<file path="src/rtl/dual_sram_arbiter.sv">
// rtl/dual_sram_arbiter.sv - round-robin two-port arbiter in front of dual_sram
// Optional grant/hazard statistics counters are built when DSA_STATS_EN is defined.
module dual_sram_arbiter #(
  parameter int NUM_REQ    = 4,
  parameter int WIDTH      = 8,
  parameter int DEPTH      = 8,
  parameter int ADDR_WIDTH = $clog2(DEPTH)
) (
  input  logic                          clk,
  input  logic                          reset,
  input  logic [NUM_REQ-1:0]            req,
  input  logic [NUM_REQ-1:0]            we,
  input  logic [NUM_REQ*ADDR_WIDTH-1:0] addr,
  input  logic [NUM_REQ*WIDTH-1:0]      wdata,
  output logic [NUM_REQ-1:0]            gnt,
  output logic [NUM_REQ-1:0]            rvalid,
  output logic [NUM_REQ*WIDTH-1:0]      rdata,
  output logic                          chip_sel,
  output logic                          read_ena_a,
  output logic                          read_ena_b,
  output logic [ADDR_WIDTH-1:0]         address_a,
  output logic [ADDR_WIDTH-1:0]         address_b,
  output logic [WIDTH-1:0]              data_in_a,
  output logic [WIDTH-1:0]              data_in_b,
  input  logic [WIDTH-1:0]              data_out_a,
`ifdef DSA_STATS_EN
  input  logic [WIDTH-1:0]              data_out_b,
  output logic [15:0]                   stat_grants,
  output logic [15:0]                   stat_hazards
`else
  input  logic [WIDTH-1:0]              data_out_b
`endif
);

  localparam int PTR_W = (NUM_REQ > 1) ? $clog2(NUM_REQ) : 1;
  localparam logic [PTR_W:0]   NUM_REQ_W = (PTR_W + 1)'(NUM_REQ);
  localparam logic [PTR_W-1:0] LAST_IDX  = PTR_W'(NUM_REQ - 1);

  logic [ADDR_WIDTH-1:0] addr_arr  [NUM_REQ];
  logic [WIDTH-1:0]      wdata_arr [NUM_REQ];
  logic [WIDTH-1:0]      rdata_arr [NUM_REQ];

  for (genvar g = 0; g < NUM_REQ; g++) begin : g_slice
    assign addr_arr[g]           = addr[g*ADDR_WIDTH +: ADDR_WIDTH];
    assign wdata_arr[g]          = wdata[g*WIDTH +: WIDTH];
    assign rdata[g*WIDTH +: WIDTH] = rdata_arr[g];
  end

  logic [PTR_W-1:0] rr_ptr, rr_next, last_idx;
  logic [PTR_W:0]   scan_sum;
  logic [PTR_W-1:0] scan_idx;
  logic             a_found, b_found, hazard_skip;
  logic [PTR_W-1:0] a_idx, b_idx;
  logic             rd_valid_a, rd_valid_b;
  logic [PTR_W-1:0] rd_id_a, rd_id_b;
  logic             a_win, b_win;

  // Scan from rr_ptr; the second winner must not hazard with port A's access.
  always_comb begin
    a_found     = 1'b0;
    b_found     = 1'b0;
    hazard_skip = 1'b0;
    a_idx       = '0;
    b_idx       = '0;
    scan_sum    = '0;
    scan_idx    = '0;
    for (int k = 0; k < NUM_REQ; k++) begin
      scan_sum = {1'b0, rr_ptr} + (PTR_W + 1)'(k);
      if (scan_sum >= NUM_REQ_W) scan_sum = scan_sum - NUM_REQ_W;
      scan_idx = scan_sum[PTR_W-1:0];
      if (req[scan_idx]) begin
        if (!a_found) begin
          a_found = 1'b1;
          a_idx   = scan_idx;
        end else if (!b_found) begin
          if ((addr_arr[scan_idx] == addr_arr[a_idx]) && (we[scan_idx] || we[a_idx])) begin
            hazard_skip = 1'b1;
          end else begin
            b_found = 1'b1;
            b_idx   = scan_idx;
          end
        end
      end
    end
  end

  assign a_win    = a_found & ~reset;
  assign b_win    = b_found & ~reset;
  assign last_idx = b_found ? b_idx : a_idx;
  assign rr_next  = (last_idx == LAST_IDX) ? '0 : last_idx + 1'b1;

  always_comb begin
    gnt = '0;
    if (a_win) gnt[a_idx] = 1'b1;
    if (b_win) gnt[b_idx] = 1'b1;
  end

  // An idle port beside an active one reads address 0 so it can never write.
  always_comb begin
    chip_sel   = a_win;
    read_ena_a = 1'b0;
    read_ena_b = 1'b0;
    address_a  = '0;
    address_b  = '0;
    data_in_a  = '0;
    data_in_b  = '0;
    if (a_win) begin
      read_ena_a = ~we[a_idx];
      address_a  = addr_arr[a_idx];
      data_in_a  = we[a_idx] ? wdata_arr[a_idx] : '0;
      read_ena_b = 1'b1;
      if (b_win) begin
        read_ena_b = ~we[b_idx];
        address_b  = addr_arr[b_idx];
        data_in_b  = we[b_idx] ? wdata_arr[b_idx] : '0;
      end
    end
  end

  always_comb begin
    rvalid = '0;
    for (int i = 0; i < NUM_REQ; i++) rdata_arr[i] = '0;
    if (!reset && rd_valid_a) begin
      rvalid[rd_id_a]    = 1'b1;
      rdata_arr[rd_id_a] = data_out_a;
    end
    if (!reset && rd_valid_b) begin
      rvalid[rd_id_b]    = 1'b1;
      rdata_arr[rd_id_b] = data_out_b;
    end
  end

  always_ff @(posedge clk) begin
    if (reset) begin
      rr_ptr     <= '0;
      rd_valid_a <= 1'b0;
      rd_valid_b <= 1'b0;
      rd_id_a    <= '0;
      rd_id_b    <= '0;
    end else begin
      if (a_found) rr_ptr <= rr_next;
      rd_valid_a <= a_found & ~we[a_idx];
      rd_id_a    <= a_idx;
      rd_valid_b <= b_found & ~we[b_idx];
      rd_id_b    <= b_idx;
    end
  end

`ifdef DSA_STATS_EN
  logic [16:0] grant_sum;
  logic [16:0] hazard_sum;

  assign grant_sum  = {1'b0, stat_grants} + 17'(a_found) + 17'(b_found);
  assign hazard_sum = {1'b0, stat_hazards} + 17'(hazard_skip);

  always_ff @(posedge clk) begin
    if (reset) begin
      stat_grants  <= '0;
      stat_hazards <= '0;
    end else begin
      stat_grants  <= grant_sum[16]  ? 16'hFFFF : grant_sum[15:0];
      stat_hazards <= hazard_sum[16] ? 16'hFFFF : hazard_sum[15:0];
    end
  end
`endif

endmodule
</file>
<file path="config.mk">
export PLATFORM = sky130hd
export DESIGN_NAME = dual_sram_arbiter
export DESIGN_NICKNAME = d
export VERILOG_FILES = /design/src/rtl/dual_sram_arbiter.sv
export SDC_FILE = /design/constraint.sdc
export NUM_CORES = 1
export LEC_CHECK = 0
export ABC_CLOCK_PERIOD_IN_PS = 15600
export BUFFER_PORTS_ARGS = -buffer_cell sky130_fd_sc_hd__buf_2
export CAP_MARGIN = 40
export CORE_UTILIZATION = 55
export CTS_BUF_LIST = sky130_fd_sc_hd__clkbuf_8
export CTS_CLUSTER_DIAMETER = 80
export DETAILED_ROUTE_END_ITERATION = 7
export PLACE_DENSITY = 0.95
export SETUP_SLACK_MARGIN = 0.5
export SYNTH_ARGS = -nofsm -noshare
export SYNTH_HDL_FRONTEND = slang
export SYNTH_SLANG_ARGS = --single-unit
</file>
<file path="constraint.sdc">
create_clock -name clk -period 15.6 [get_ports clk]
set_input_delay 2.34 -clock clk [delete_from_list [all_inputs] [get_ports clk]]
set_output_delay 2.34 -clock clk [all_outputs]
set_load 0.05 [all_outputs]
</file>
# == Word level (Yosys, flattened, before mapping) ==
# Cells that the tools add are included.
# totals
ff_bits,8
out_inout_bits,65
wordCells,206
# op_classes
add_sub_neg,8
n_lt_le_gt_ge,31
n_eq_ne,4
muxes,123
bitwise,20
reduce_logical,15
# op_table
cell,n
two-way mux 8 bit,11
two-way mux 32 bit,2
two-way mux 3 bit,19
binary-select mux 3 bit (select 2 bit),8
two-way mux 2 bit,24
>= comparator 3 bit (second input constant),13
two-way mux 1 bit,34
less-than comparator 2 x 3 -> 1 bit (second input constant),11
bitwise AND 32 bit,1
binary-select mux 8 bit (select 2 bit),2
bitwise mux 32 bit,1
demux 8 bit (select 2 bit),2
NOT 2 -> 3 bit,10
binary-select mux 1 bit (select 2 bit),12
two-way mux 4 bit,4
logical AND 1 bit,11
equality test 3 bit,3
demux 1 bit (select 2 bit),4
>= comparator 2 x 1 -> 1 bit (second input constant),4
OR 4 bit,2
subtractor 2 x 1 -> 2 bit (second input constant),4
adder 2 x 2 -> 3 bit (second input constant),2
less-than comparator 3 x 1 -> 1 bit (second input constant),2
bitwise AND 1 bit,4
7 further kinds,11

# == Longest topological paths before layout ==
# Gate-level depths: netlist (run 1).
# depth
ltp_word,29
mapped_depth,23
depth_no_buf,15

# == Worst setup path after synthesis (run 1) ==
# Ideal clock, no wire load.
# synth_path
path_kind,input -> output
start,in req[3]
end,out address_b[0]
t_arrival_ps,7000
slack_ps,6260
stages,20
n_path_buf,5
path_cell_list,buf_2 clkbuf_1 nand2_1 and3_1 a21oi_1 ha_1 buf_1 inv_1 mux2_4 o22ai_4 mux2i_1 xor2_1 or4_4 and2_1 nor2_2 a211o_1 buf_6 buf_2 a211oi_1 a211oi_1
# synth_via
elab_chain_cells,26
elab_cells_between_ends,74
# synth_rtl
element,line,text
"start, declared",11,"input logic [NUM_REQ-1:0] req,"
binary-select mux 1 bit (select 2 bit),71,if (req[scan_idx]) begin
two-way mux 1 bit (not written as such),71,
two-way mux 2 bit,71,
NOT 2 -> 3 bit (not written as such),76,if ((addr_arr[scan_idx] == addr_arr[a_idx]) && (we[scan_idx] || we[a_idx])) begin
binary-select mux 3 bit (select 2 bit),76,
two-way mux 3 bit (not written as such) (2 in series),76,
equality test 3 bit,76,
logical AND 1 bit,76,
[... 8 more ...],--,
two-way mux 2 bit,75,end else if (!b_found) begin
two-way mux 2 bit,72,if (!a_found) begin
two-way mux 2 bit,71,
NOT 2 -> 3 bit (not written as such),114,address_b = addr_arr[b_idx];
binary-select mux 3 bit (select 2 bit),114,
two-way mux 3 bit (not written as such) (2 in series),114,
two-way mux 3 bit,112,if (b_win) begin
two-way mux 3 bit (*),107,if (a_win) begin
"end, declared",22,"output logic [ADDR_WIDTH-1:0] address_b,"
# Mark *: on every way between the ends. The rest lies on a longest branch, timed or not. The select of a mux whose other input is x is not followed.

# == Final worst setup path (run 1) ==
# layout_path
start,in req[3]
end,out data_in_b[0]
# layout_via
elab_chain_cells,27
elab_cells_between_ends,77
# layout_rtl
element,line,text
binary-select mux 1 bit (select 2 bit),71,
two-way mux 1 bit (not written as such),71,
two-way mux 2 bit,71,
NOT 2 -> 3 bit (not written as such),76,
binary-select mux 3 bit (select 2 bit),76,
two-way mux 3 bit (not written as such) (2 in series),76,
equality test 3 bit,76,
logical AND 1 bit,76,
[... 9 more ...],--,
two-way mux 2 bit,72,
two-way mux 2 bit,71,
NOT 2 -> 3 bit (not written as such),115,data_in_b = we[b_idx] ? wdata_arr[b_idx] : '0;
binary-select mux 8 bit (select 2 bit),115,
two-way mux 8 bit (not written as such) (2 in series),115,
two-way mux 8 bit,115,
two-way mux 8 bit,112,
two-way mux 8 bit (*),107,
"end, declared",24,"output logic [WIDTH-1:0] data_in_b,"
# Marked as above.

==> metrics.md, run 1 <==
| Metric | Value |
|---|---|
| Final WL | `11080 um` |
| Number of synthesized flops with an enable pin | `0` |
| Die width | `79.22 um` |
| YS warnings | `0` |
| Post-CTS setup buffer count | `0` |
| Final setup viols | `0` |
| Largest net degree at the start of global routing | `45` |
| Seq cells post-synth | `8` |
| Clk_lat worst skew | `between 0.2 and 0.25 ns` |
| GRT Residual Overflow | `0` |
| Startpoint class of the critical path | `input port` |
| Final Cell Area | `0.003963 sq mm` |
| RSZ-0062 raised after global routing | `false` |
| Ports | `about 140` |
| Combinational Power Share | `0.937` |
| Clk network pwr share | `0.026` |
| CTS Buf Count | `3` |
| Internal | `0.3455 mW` |
| Req. time, crit path | `13.26 ns` |
| Fraction of registers with async set or reset after synthesis | `0` |
| Maxcap violations | `0` |
| First-pass GRT wire length | `17560 um` |
| R2R cell count | `16` |
| Worst-path clk slew | `0.04 ns` |
| Seq/Total Area, Yosys | `0.04884` |
| Switching power | `0.5921 mW` |
| Data arrival, critical path | `7.18 ns` |
| Area share of the largest cell type after synthesis | `0.1251` |
| Cell count after synthesis | `440` |
| Root Buffer | `clkbuf_8` |
| Final #Nets | `620` |
| Cts hold-fix bufs | `0` |
| Synth area leaders | `mux2i_1 13%, mux4_2 10%, nand2_1 8.6%` |
| Fraction of layout cells with a size suffix above 1 | `0.3711` |
| Initial DRC count | `403` |
| Final Cycle Share | `0.6102` |
| Max_slew headroom | `0.3982` |
| Synth Area per Inst | `7.453 sq um` |
| Worst reg2reg endpoint | `rd_valid_b` |
| Kind of critical path | `in -> out` |
| RR Startpoint | `rr_ptr[0]` |
| Area Overhead vs Synth | `20.83%` |
| Total GRT Usage | `0.3459` |
| Hold depth | `3` |
| Slew Viols, Final | `0` |
| Diode count | `0` |
| Final Hold Fails | `0` |
| Reg power frac | `0.037` |
| Clk buf depth | `2` |
| PD cells | `236.6 mW/mm^2` |
| Post-Route Setup TNS | `0 ns` |
| PostCTS Resize Cnt | `0` |
| Synth Cell Area | `about 0.0033 sq mm` |
| Clock sinks | `8` |
| Yosys top cell by area | `mux2i_1` |
| GPL Wtd Cong | `0.8842` |
| Worst Clk Skew | `0.001561 ns` |
| Hold WC Path Type | `reg -> reg` |
| H-tree depth | `1` |
| Synth Net Count | `between 500 and 600` |
| Initial core utilization | `0.5813` |
| Dpl cell area | `0.003921 sq mm` |
| DR pass1 iterations | `5` |
| Initial antenna violation count | `0` |
| Slew @ Worst Pin | `0.9026 ns` |
| Crit path capture type | `primary output` |
| Die area | `0.006275 sq mm` |
| Final min period | `9.520 ns` |
| Outcome | `complete, no violations` |
| Synth cell types | `72` |
| Hold path endpoint | `rr_ptr[0]` |
| Die Ht | `79.22 um` |
| Vias/cell | `approximately 6.7` |
| Worst Hold Launch | `rr_ptr[0]` |
| Top_reg_cell synth | `dfxtp_1` |
| Fmax | `105.0 MHz` |
| CTS tree | `yes` |
| Core area | `0.005642 sq mm` |
| Vias in the first global route | `3617` |
| Maximum VDD drop | `154.8 uV` |
| Sw frac | `0.6315` |
| Row count | `27` |
| Worst R2R Setup Slack | `10.46 ns` |
| DRC violations left | `0` |
| Wire per inst | `17.91 um` |
| Dpl hpwl | `8312 um` |
| Port Buffers | `approximately 130` |
| Crit-path max FO | `20` |
| Leak | `1.925 nW` |
| DR vias | `4135` |
| Remaining antenna violation count | `0` |
-- registers in the layout (all words and copies together), names as in the netlist --
name	cells
rr_ptr	2
rd_valid_b	1
rd_id_b	2
rd_valid_a	1
rd_id_a	2
-- metrics by stage --
| step | util | instances | hold slack (ns) | worst slack [ns] | power, mW |
|---|---|---|---|---|---|
| finish | 0.7024 | 619 | 0.7796 | 6.080 | 0.9376 |
| global route | 0.7024 | 619 | 0.8361 | 5.724 | 0.9877 |
| CTS | 0.7024 | 619 | 0.7788 | 6.157 | 0.9239 |
| detailed placement | 0.6951 | 616 | 0.7704 | 6.148 | 0.8971 |
| global placement | 0.6857 | 613 | 0.7415 | 6.295 | 0.8306 |
| floorplan | - | 440 | 1.130 | 6.260 | 0.7497 |
-- how the worst max path moves through the flow --
| stage | from | slack, ns | to |
|---|---|---|---|
| 6_report | req[3] | 6.08 | data_in_b[0] |
| 5_1_grt | req[3] | 5.72 | data_in_b[0] |
| 4_1_cts | req[3] | 6.16 | data_in_b[0] |
| 3_5_place_dp | req[3] | 6.15 | data_in_b[0] |
| 3_3_place_gp | req[3] | 6.29 | data_in_b[0] |
| 2_1_floorplan | req[3] | 6.26 | address_b[0] |
-- worst max-delay path, stage by stage --
cell and delay, ns:
buf_2 0.29, nand2_1 0.11, and3_1 0.19, a21oi_1 0.11
ha_1 0.37, inv_1 0.19, mux2_4 0.35, o22ai_4 0.19
mux2i_1 0.29, xor2_1 0.11, or4_4 0.52, and2_1 0.24
nor2_2 0.13, a211o_1 0.47, buf_16 0.22, mux2_4 0.40
a2111oi_2 0.30, buf_2 0.34
-- synth_stat cells, types with 4 or more instances --
cell and n:
nand2_1 75, a21oi_1 41, mux2i_1 41, nor2_1 28, a211oi_1 25, clkbuf_1 17, mux2_2 17, nor2b_1 17
mux4_2 15, inv_1 12, o21ai_0 10, a2111oi_2 8, a22o_1 8, buf_2 8, dfxtp_1 8, buf_6 7
nor3_1 7, nand2b_1 6, nand3_1 6, xor2_1 6, and2_1 5, xnor2_1 5, buf_1 4, o21a_1 4
-- logic make-up (layout without fill, tap and decap cells) --
family | Yosys count | in the layout | share of synthesized area
buffers and inverters | 50 | 157 | 0.07974
flip-flops | 8 | 8 | 0.04884
multiplexers | 76 | 76 | 0.3026
adder cells (fa/ha/maj) | 2 | 2 | 0.006867
AO/OA/AOI/OAI | 126 | 126 | 0.2873
XOR/XNOR | 11 | 11 | 0.02938
AND/OR/NAND/NOR | 167 | 167 | 0.2453
-- placed cells by master, fill, tap and decap left out, types with 7 or more instances in the layout --
| master | synthesis | layout |
|---|---|---|
| a211oi_1 | 25 | 25 |
| nand2_1 | 75 | 75 |
| o21ai_0 | 10 | 9 |
| nor2_1 | 28 | 28 |
| a21oi_1 | 41 | 41 |
| inv_1 | 12 | 12 |
| dfxtp_1 | 8 | 8 |
| buf_2 | 8 | 135 |
| a22o_1 | 8 | 8 |
| mux2_2 | 17 | 17 |
| mux4_2 | 15 | 15 |
| a2111oi_2 | 8 | 8 |
| nor2b_1 | 17 | 17 |
| mux2i_1 | 41 | 41 |
| nor3_1 | 7 | 7 |
-- cell type report --
type	instances	area (sq um)
multi-input cells	382	2869
well taps	72	90.09
inverters	13	48.80
repair buffers	141	753.2
flip-flops and latches	8	160.2
clock buffers	3	41.29
fillers	446	1679
-- power by group through the flow --
stage | combinational, mW | sequential (mW) | clock, mW
after CTS | 0.865 | 0.0348 | 0.0245
after global routing | 0.926 | 0.0362 | 0.0258
after floorplan | 0.716 | 0.0340 | 0
final | 0.878 | 0.0350 | 0.0245
after global placement | 0.796 | 0.0344 | 0
after detailed placement | 0.862 | 0.0352 | 0
-- per-layer routing --
layer,global-route usage,up-vias,wire length [um]
met2,0.6043,284,5580
met3,0.06667,51,941
met5,0,-,0
met4,0.1836,0,507
li1,-,1879,-
met1,0.3951,1921,4053
(Power assumes the default switching activity.)
==> inputs of run 2 (changes only) <==
--- a/config.mk
+++ b/config.mk
@@ -5,14 +5,15 @@
 export SDC_FILE = /design/constraint.sdc
 export NUM_CORES = 1
 export LEC_CHECK = 0
-export ABC_CLOCK_PERIOD_IN_PS = 15600
+export ABC_AREA = 1
+export ABC_CLOCK_PERIOD_IN_PS = 9120
 export BUFFER_PORTS_ARGS = -buffer_cell sky130_fd_sc_hd__buf_2
 export CAP_MARGIN = 40
-export CORE_UTILIZATION = 55
+export CORE_UTILIZATION = 50
 export CTS_BUF_LIST = sky130_fd_sc_hd__clkbuf_8
 export CTS_CLUSTER_DIAMETER = 80
 export DETAILED_ROUTE_END_ITERATION = 7
-export PLACE_DENSITY = 0.95
+export PLACE_DENSITY = 0.94
 export SETUP_SLACK_MARGIN = 0.5
 export SYNTH_ARGS = -nofsm -noshare
 export SYNTH_HDL_FRONTEND = slang
==> constraint.sdc (replaced) <==
create_clock -name clk -period 9.12 [get_ports clk]
set_input_delay 1.368 -clock clk [delete_from_list [all_inputs] [get_ports clk]]
set_output_delay 1.368 -clock clk [all_outputs]
set_load 0.05 [all_outputs]
==> run 2 against run 1 <==
  * Setup slack got worse by 3.5 ns
  * First-iteration DRC count fell by 6.5%
  * Hold slack got worse by 0.060 ns
  * Area after synthesis fell by 5.3%
  * Register-to-register slack got worse by 5.5 ns
  * Via count rose by 11%
  * Clock-buffer cell count did not move
  * Critical path type unchanged
  * Largest cell class unchanged
  * Highest routed layer unchanged
==> metrics.md, run 2 <==
| Metric | Value |
|---|---|
| Outcome | `complete, no violations (unchanged)` |
| Synth top cells by count | `160 x nand2_1, 82 x nand3_1, 71 x o21ai_0 (was 75 x nand2_1, 41 x a21oi_1, 41 x mux2i_1)` |
| Final setup viols | `0 (unchanged)` |
| GPL Wtd Cong | `0.9803 (was 0.8842)` |
| CP max stage cell | `nor2_2 (was or4_4)` |
| Synth Cell Area | `0.003104 sq mm (was 0.003279 sq mm)` |
| Worst Clk Skew | `0.002291 ns (was 0.001561 ns)` |
| Dpl hpwl | `8642 um (was 8312 um)` |
| Fmax | `152.4 MHz` |
| Worst-path clk slew | `0.04 ns (about the same)` |
| Storage element area | `160.2 sq um (unchanged)` |
| Clk_lat worst skew | `0.23 ns (was 0.22 ns)` |
| Worst Hold Launch | `rr_ptr[1] (was rr_ptr[0])` |
| Slew Viols, Final | `0 (unchanged)` |
| Crit-path max FO | `13 (was 20)` |
| Req. time, crit path | `7.75 ns (was 13.26 ns)` |
| Yosys top cell by area | `nand2_1 (was mux2i_1)` |
| RR Startpoint | `rr_ptr[0] (unchanged)` |
| Cell mode on critical path | `nand2_1` |
| Cts hold-fix bufs | `0 (unchanged)` |
| Number of synthesized flops with an enable pin | `0 (unchanged)` |
| RSZ-0062 raised after global routing | `false (unchanged)` |
| Final Cycle Share | `0.7195` |
| Core area | `0.005956 sq mm (was 0.005642 sq mm)` |
| Initial antenna violation count | `0 (unchanged)` |
| Diode count | `0 (unchanged)` |
| Clk buf depth | `2 (unchanged)` |
| Initial DRC count | `377 (was 403)` |
| Synth cell types | `40 (was 72)` |
| YS warnings | `0 (unchanged)` |
| Synth Net Count | `667 (was 511)` |
| CTS tree | `yes (unchanged)` |
| Fillers | `572 (was 446)` |
| Final min period | `6.562 ns` |
| Commonest non-fill, non-tap cell in the layout | `nand2_1 (was buf_2)` |
| Final Hold Fails | `0 (unchanged)` |
| Cell count after synthesis | `596 (was 440)` |
| Total GRT Usage | `0.3345 (was 0.3459)` |
| Seq/Total Area, Yosys | `0.05159 (was 0.04884)` |
| Top_reg_cell synth | `dfxtp_1 (unchanged)` |
| Slew @ Worst Pin | `0.6286 ns (was 0.9026 ns)` |
| Crit path capture type | `primary output (unchanged)` |
| Data arrival, critical path | `5.19 ns (was 7.18 ns)` |
| Vias/cell | `5.809 (was 6.680)` |
| Die area | `0.006528 sq mm (was 0.006275 sq mm)` |
| GRT Residual Overflow | `0 (unchanged)` |
| Area share of the largest cell type after synthesis | `0.1935 (was 0.1251)` |
| Clock sinks | `8 (unchanged)` |
| Final WL | `11320 um (was 11080 um)` |
| Seq cells post-synth | `8 (unchanged)` |
| Biggest regs | `rd_id_a x2, rd_id_b x2, rr_ptr x2 (unchanged)` |
| Synth Area per Inst | `5.208 sq um (was 7.453 sq um)` |
| DRC violations left | `0 (unchanged)` |
| Area Overhead vs Synth | `22.53% (was 20.83%)` |
| DR pass1 iterations | `7 (was 5)` |
| Row count | `28 (was 27)` |
| DR vias | `4595 (was 4135)` |
| PostCTS Resize Cnt | `0 (unchanged)` |
| Die width | `80.80 um (was 79.22 um)` |
| Wire per inst | `14.30 um (was 17.91 um)` |
| Post-Route Setup TNS | `0 ns (unchanged)` |
| Fraction of layout cells with a size suffix above 1 | `0.2668 (was 0.3711)` |
| Vias in the first global route | `3929 (was 3617)` |
| CTS Buf Count | `3 (unchanged)` |
| Most frequent cells in the layout | `160 x nand2_1, 135 x buf_2, 82 x nand3_1, 71 x o21ai_0, 67 x inv_1 (was 135 x buf_2, 75 x nand2_1, 41 x mux2i_1, 41 x a21oi_1, 28 x nor2_1)` |
| H-tree depth | `1 (unchanged)` |
| Post-CTS setup buffer count | `0 (unchanged)` |
| Root Buffer | `clkbuf_8 (unchanged)` |
| Hold WC Path Type | `reg -> reg (unchanged)` |
| Remaining antenna violation count | `0 (unchanged)` |
| Most frequent cell after synthesis | `nand2_1 (unchanged)` |
| Max_slew headroom | `0.5805 (was 0.3982)` |
| Initial core utilization | `0.5212 (was 0.5813)` |
| Synth area leaders | `nand2_1 19%, nand3_1 13%, o21ai_0 11% (was mux2i_1 13%, mux4_2 10%, nand2_1 8.6%)` |
| Fraction of registers with async set or reset after synthesis | `0 (unchanged)` |
| Port Buffers | `134 (unchanged)` |
| Maxcap violations | `0 (unchanged)` |
| Final #Nets | `789 (was 620)` |
| Worst Setup SP | `req[3] (unchanged)` |
| Kind of critical path | `in -> out (unchanged)` |
| First-pass GRT wire length | `17610 um (was 17560 um)` |
| Startpoint class of the critical path | `input port (unchanged)` |
| Largest net degree at the start of global routing | `29 (was 45)` |
| CP peak stage delay | `0.47 ns (was 0.52 ns)` |
| Ports | `135 (unchanged)` |
| Footprint of the multi-input gates | `0.002530 sq mm (was 0.002869 sq mm)` |
| Die Ht | `80.80 um (was 79.22 um)` |
[run 2: cell types whose count changed after synthesis, sizes merged, moves of 19 or more]
cell	delta
o21ai	+64
inv	+60
a21oi	-26
mux2i	-42
nand3	+87
nor2	+34
nand2	+113
a211oi	-24
mux2	-19
[run 2: critical path: cells and delay by family]
kind	cells	cell delay (ns)
adder cells (fa/ha/maj)	1	0.41
AND/OR/NAND/NOR	22	3.07
buffers and inverters	3	0.33
[run 2: kinds of logic after synthesis]
logic type,share of synthesized area
AND/OR/NAND/NOR,0.5671
AO/OA/AOI/OAI,0.2354
buffers and inverters,0.1334
flip-flops,0.05159
XOR/XNOR,0.008466
adder cells (fa/ha/maj),0.004030
[run 2: metrics by stage]
step | hold WS, ns | utilization | std cells | worst slack (ns) | cell area (sq um)
3_5_place_dp | 0.7070 | 0.6317 | 788 | 2.635 | 3762
4_1_cts | 0.7159 | 0.6387 | 791 | 2.630 | 3804
2_1_floorplan | 0.6380 | - | 596 | 2.569 | 3104
3_3_place_gp | 0.6979 | 0.6309 | 787 | 2.824 | 3757
6_report | 0.7198 | 0.6387 | 791 | 2.558 | 3804
5_1_grt | 0.7336 | 0.6387 | 791 | 2.229 | 3804
[run 2: layer usage]
layer	track usage	part of all wire	wire length (um)	up-vias
met5	0	0	0	-
met4	0.1464	0.030	338	0
met3	0.06292	0.11	1290	46
met2	0.5754	0.47	5305	319
met1	0.4036	0.39	4379	1999
li1	-	-	-	2231
[run 2: area by class of cell]
class | count | share of cell area
multi-input combinational | 494 | 0.6651
sequential | 8 | 0.04211
inverter | 74 | 0.07566
timing repair buffer | 137 | 0.1816
tap | 75 | 0.02467
clock buffer | 3 | 0.01086
[run 2: worst paths after layout]
path / to / slack, ns / cells past startpoint
max: data_in_b[3] / 2.56 / 26
min: rr_ptr[1] / 0.72 / 2
max reg2reg: rr_ptr[1] / 4.94 / 24
min reg2reg: rr_ptr[1] / 0.72 / 2
Power of run 2 is not shown: default switching activity piles up to over one toggle a cycle in this logic, so the estimate is an artifact.
==> inputs of run 3 (changes only) <==
--- a/config.mk
+++ b/config.mk
@@ -6,14 +6,14 @@
 export NUM_CORES = 1
 export LEC_CHECK = 0
 export ABC_AREA = 1
-export ABC_CLOCK_PERIOD_IN_PS = 9120
+export ABC_CLOCK_PERIOD_IN_PS = 5500
 export BUFFER_PORTS_ARGS = -buffer_cell sky130_fd_sc_hd__buf_2
 export CAP_MARGIN = 40
-export CORE_UTILIZATION = 50
+export CORE_UTILIZATION = 45
 export CTS_BUF_LIST = sky130_fd_sc_hd__clkbuf_8
 export CTS_CLUSTER_DIAMETER = 80
 export DETAILED_ROUTE_END_ITERATION = 7
-export PLACE_DENSITY = 0.94
+export PLACE_DENSITY = 0.89
 export SETUP_SLACK_MARGIN = 0.5
 export SYNTH_ARGS = -nofsm -noshare
 export SYNTH_HDL_FRONTEND = slang
==> constraint.sdc (replaced) <==
create_clock -name clk -period 5.5 [get_ports clk]
set_input_delay 0.825 -clock clk [delete_from_list [all_inputs] [get_ports clk]]
set_output_delay 0.825 -clock clk [all_outputs]
set_load 0.05 [all_outputs]
==> run 3 against run 2 <==
  * Setup slack lost 1.8 ns
  * Register-to-register slack lost 3.0 ns
  * Critical path depth grew 2
==> metrics.md, run 3 (synthesized netlist as in run 2, its figures left out) <==
| Metric | Value |
|---|---|
| Final WL | `12000 um (was 11320 um)` |
| H-tree depth | `1 (unchanged)` |
| Area Overhead vs Synth | `32.93% (was 22.53%)` |
| Worst-path clk slew | `0.04 ns (about the same)` |
| Kind of critical path | `in -> out (unchanged)` |
| Vias/cell | `5.799 (was 5.809)` |
| Biggest regs | `rd_id_a x2, rd_id_b x2, rr_ptr x2 (unchanged)` |
| Final #Nets | `807 (was 789)` |
| Row count | `29 (was 28)` |
| Initial antenna violation count | `0 (unchanged)` |
| Worst Clk Skew | `0.002365 ns (was 0.002291 ns)` |
| Req. time, crit path | `4.68 ns (was 7.75 ns)` |
| CP max stage cell | `ha_4 (was nor2_2)` |
| Startpoint class of the critical path | `input port (unchanged)` |
| Final Cycle Share | `0.8710` |
| Fmax | `~210 MHz` |
| CTS Buf Count | `3 (unchanged)` |
| Die Ht | `85.06 um (was 80.80 um)` |
| First-pass GRT wire length | `19010 um (was 17610 um)` |
| Crit-path max FO | `14 (was 13)` |
| DR vias | `4703 (was 4595)` |
| Post-Route Setup TNS | `0 ns (unchanged)` |
| Initial DRC count | `362 (was 377)` |
| RR Startpoint | `rr_ptr[0] (unchanged)` |
| Root Buffer | `clkbuf_8 (unchanged)` |
| Ports | `135 (unchanged)` |
| Die area | `0.007234 sq mm (was 0.006528 sq mm)` |
| GRT Residual Overflow | `0 (unchanged)` |
| GPL Wtd Cong | `0.9749 (was 0.9803)` |
| Hold WC Path Type | `reg -> reg (unchanged)` |
| Dpl cell area | `0.003824 sq mm (was 0.003762 sq mm)` |
| Outcome | `complete, no violations (unchanged)` |
| Core area | `0.006495 sq mm (was 0.005956 sq mm)` |
| CP peak stage delay | `0.21 ns (was 0.47 ns)` |
| Maxcap violations | `0 (unchanged)` |
| Wire per inst | `14.80 um (was 14.30 um)` |
| Worst Hold Launch | `rr_ptr[1] (unchanged)` |
| Max_slew headroom | `0.5565 (was 0.5805)` |
| Clk buf depth | `2 (unchanged)` |
| Final Hold Fails | `0 (unchanged)` |
| Largest net degree at the start of global routing | `29 (unchanged)` |
| DR pass1 iterations | `5 (was 7)` |
| RSZ-0062 raised after global routing | `false (unchanged)` |
| Port Buffers | `134 (unchanged)` |
| Slew @ Worst Pin | `0.6646 ns (was 0.6286 ns)` |
| Clock sinks | `8 (unchanged)` |
| Diode count | `0 (unchanged)` |
| Remaining antenna violation count | `0 (unchanged)` |
| Dpl hpwl | `8949 um (was 8642 um)` |
| CTS tree | `yes (unchanged)` |
| Die width | `85.06 um (was 80.80 um)` |
| Fraction of layout cells with a size suffix above 1 | `0.3038 (was 0.2668)` |
| Crit path capture type | `primary output (unchanged)` |
| Data arrival, critical path | `3.97 ns (was 5.19 ns)` |
| Final setup viols | `0 (unchanged)` |
| Initial core utilization | `0.4779 (was 0.5212)` |
| Slew Viols, Final | `0 (unchanged)` |
| Final min period | `4.790 ns` |
| Final Cell Area | `0.004126 sq mm (was 0.003804 sq mm)` |
| Vias in the first global route | `4314 (was 3929)` |
| Most frequent cells in the layout | `159 x nand2_1, 123 x buf_2, 81 x nand3_1, 71 x o21ai_0, 66 x inv_1 (was 160 x nand2_1, 135 x buf_2, 82 x nand3_1, 71 x o21ai_0, 67 x inv_1)` |
| Total GRT Usage | `0.3107 (was 0.3345)` |
| Worst Setup SP | `req[0] (was req[3])` |
| Clk_lat worst skew | `0.22 ns (was 0.23 ns)` |
| Cell mode on critical path | `nand2_1 (unchanged)` |
| Commonest non-fill, non-tap cell in the layout | `nand2_1 (unchanged)` |
| DRC violations left | `0 (unchanged)` |
run 3: changes by cell type in the layout (fill, tap and decap cells not counted), moves of 2 or more:
cell,change
clkbuf_4,+3
buf_2,-12
buf_6,+7
nand2_4,+2
buf_4,+16
nand3_4,+3
nor2_4,+2
nand2_8,+2
nor2_1,-7
nor2_2,+6
run 3: cell type report:
cell class | count | area, sq um
inverters | 74 | 287.8
flip-flops and latches | 8 | 160.2
repair buffers | 151 | 852.1
clock buffers | 3 | 41.29
well taps | 77 | 96.34
multi-input cells | 498 | 2689
fillers | 630 | 2369
run 3: repair_timing:
action,CTS,global route
pin swaps,0,6
hold buffers,0,0
gates cloned,0,4
resized for setup,12,34
endpoints found under the setup margin,16,18
buffers inserted,0,7
run 3: per-layer routing:
metal  global-route usage  routed length [um]
met2               0.5609                5864
met5                    0                   0
met4              0.08012                 168
met3              0.03016                1067
met1               0.3939                4904
run 3: path summary, 6_finish.rpt:
path                            cells after the start            to  slack, ns
worst max-delay path                               28  data_in_b[2]       0.71
worst min-delay path                                2     rr_ptr[1]       0.77
worst max register to register                     25     rr_ptr[1]       1.98
worst min register to register                      2     rr_ptr[1]       0.77
run 3: worst max-delay path, delay by kind of cell:
kind | cells | cell delay [ns]
buffers and inverters | 4 | 0.43
adders and majority gates | 1 | 0.21
and+or+nand+nor | 22 | 2.33
AOI/OAI and AO/OA | 1 | 0.17
run 3: metrics by stage:
stage	std cells	utilization	hold WS [ns]	setup WS, ns
6_report	811	0.6353	0.7673	0.7095
5_1_grt	811	0.6353	0.8202	0.4296
4_1_cts	800	0.6026	0.7520	0.5216
3_5_place_dp	797	0.5887	0.7434	0.1081
3_3_place_gp	796	0.5879	0.6876	0.2360
2_1_floorplan	596	-	0.6380	0.03522
Power of run 3 is left out for the same reason.
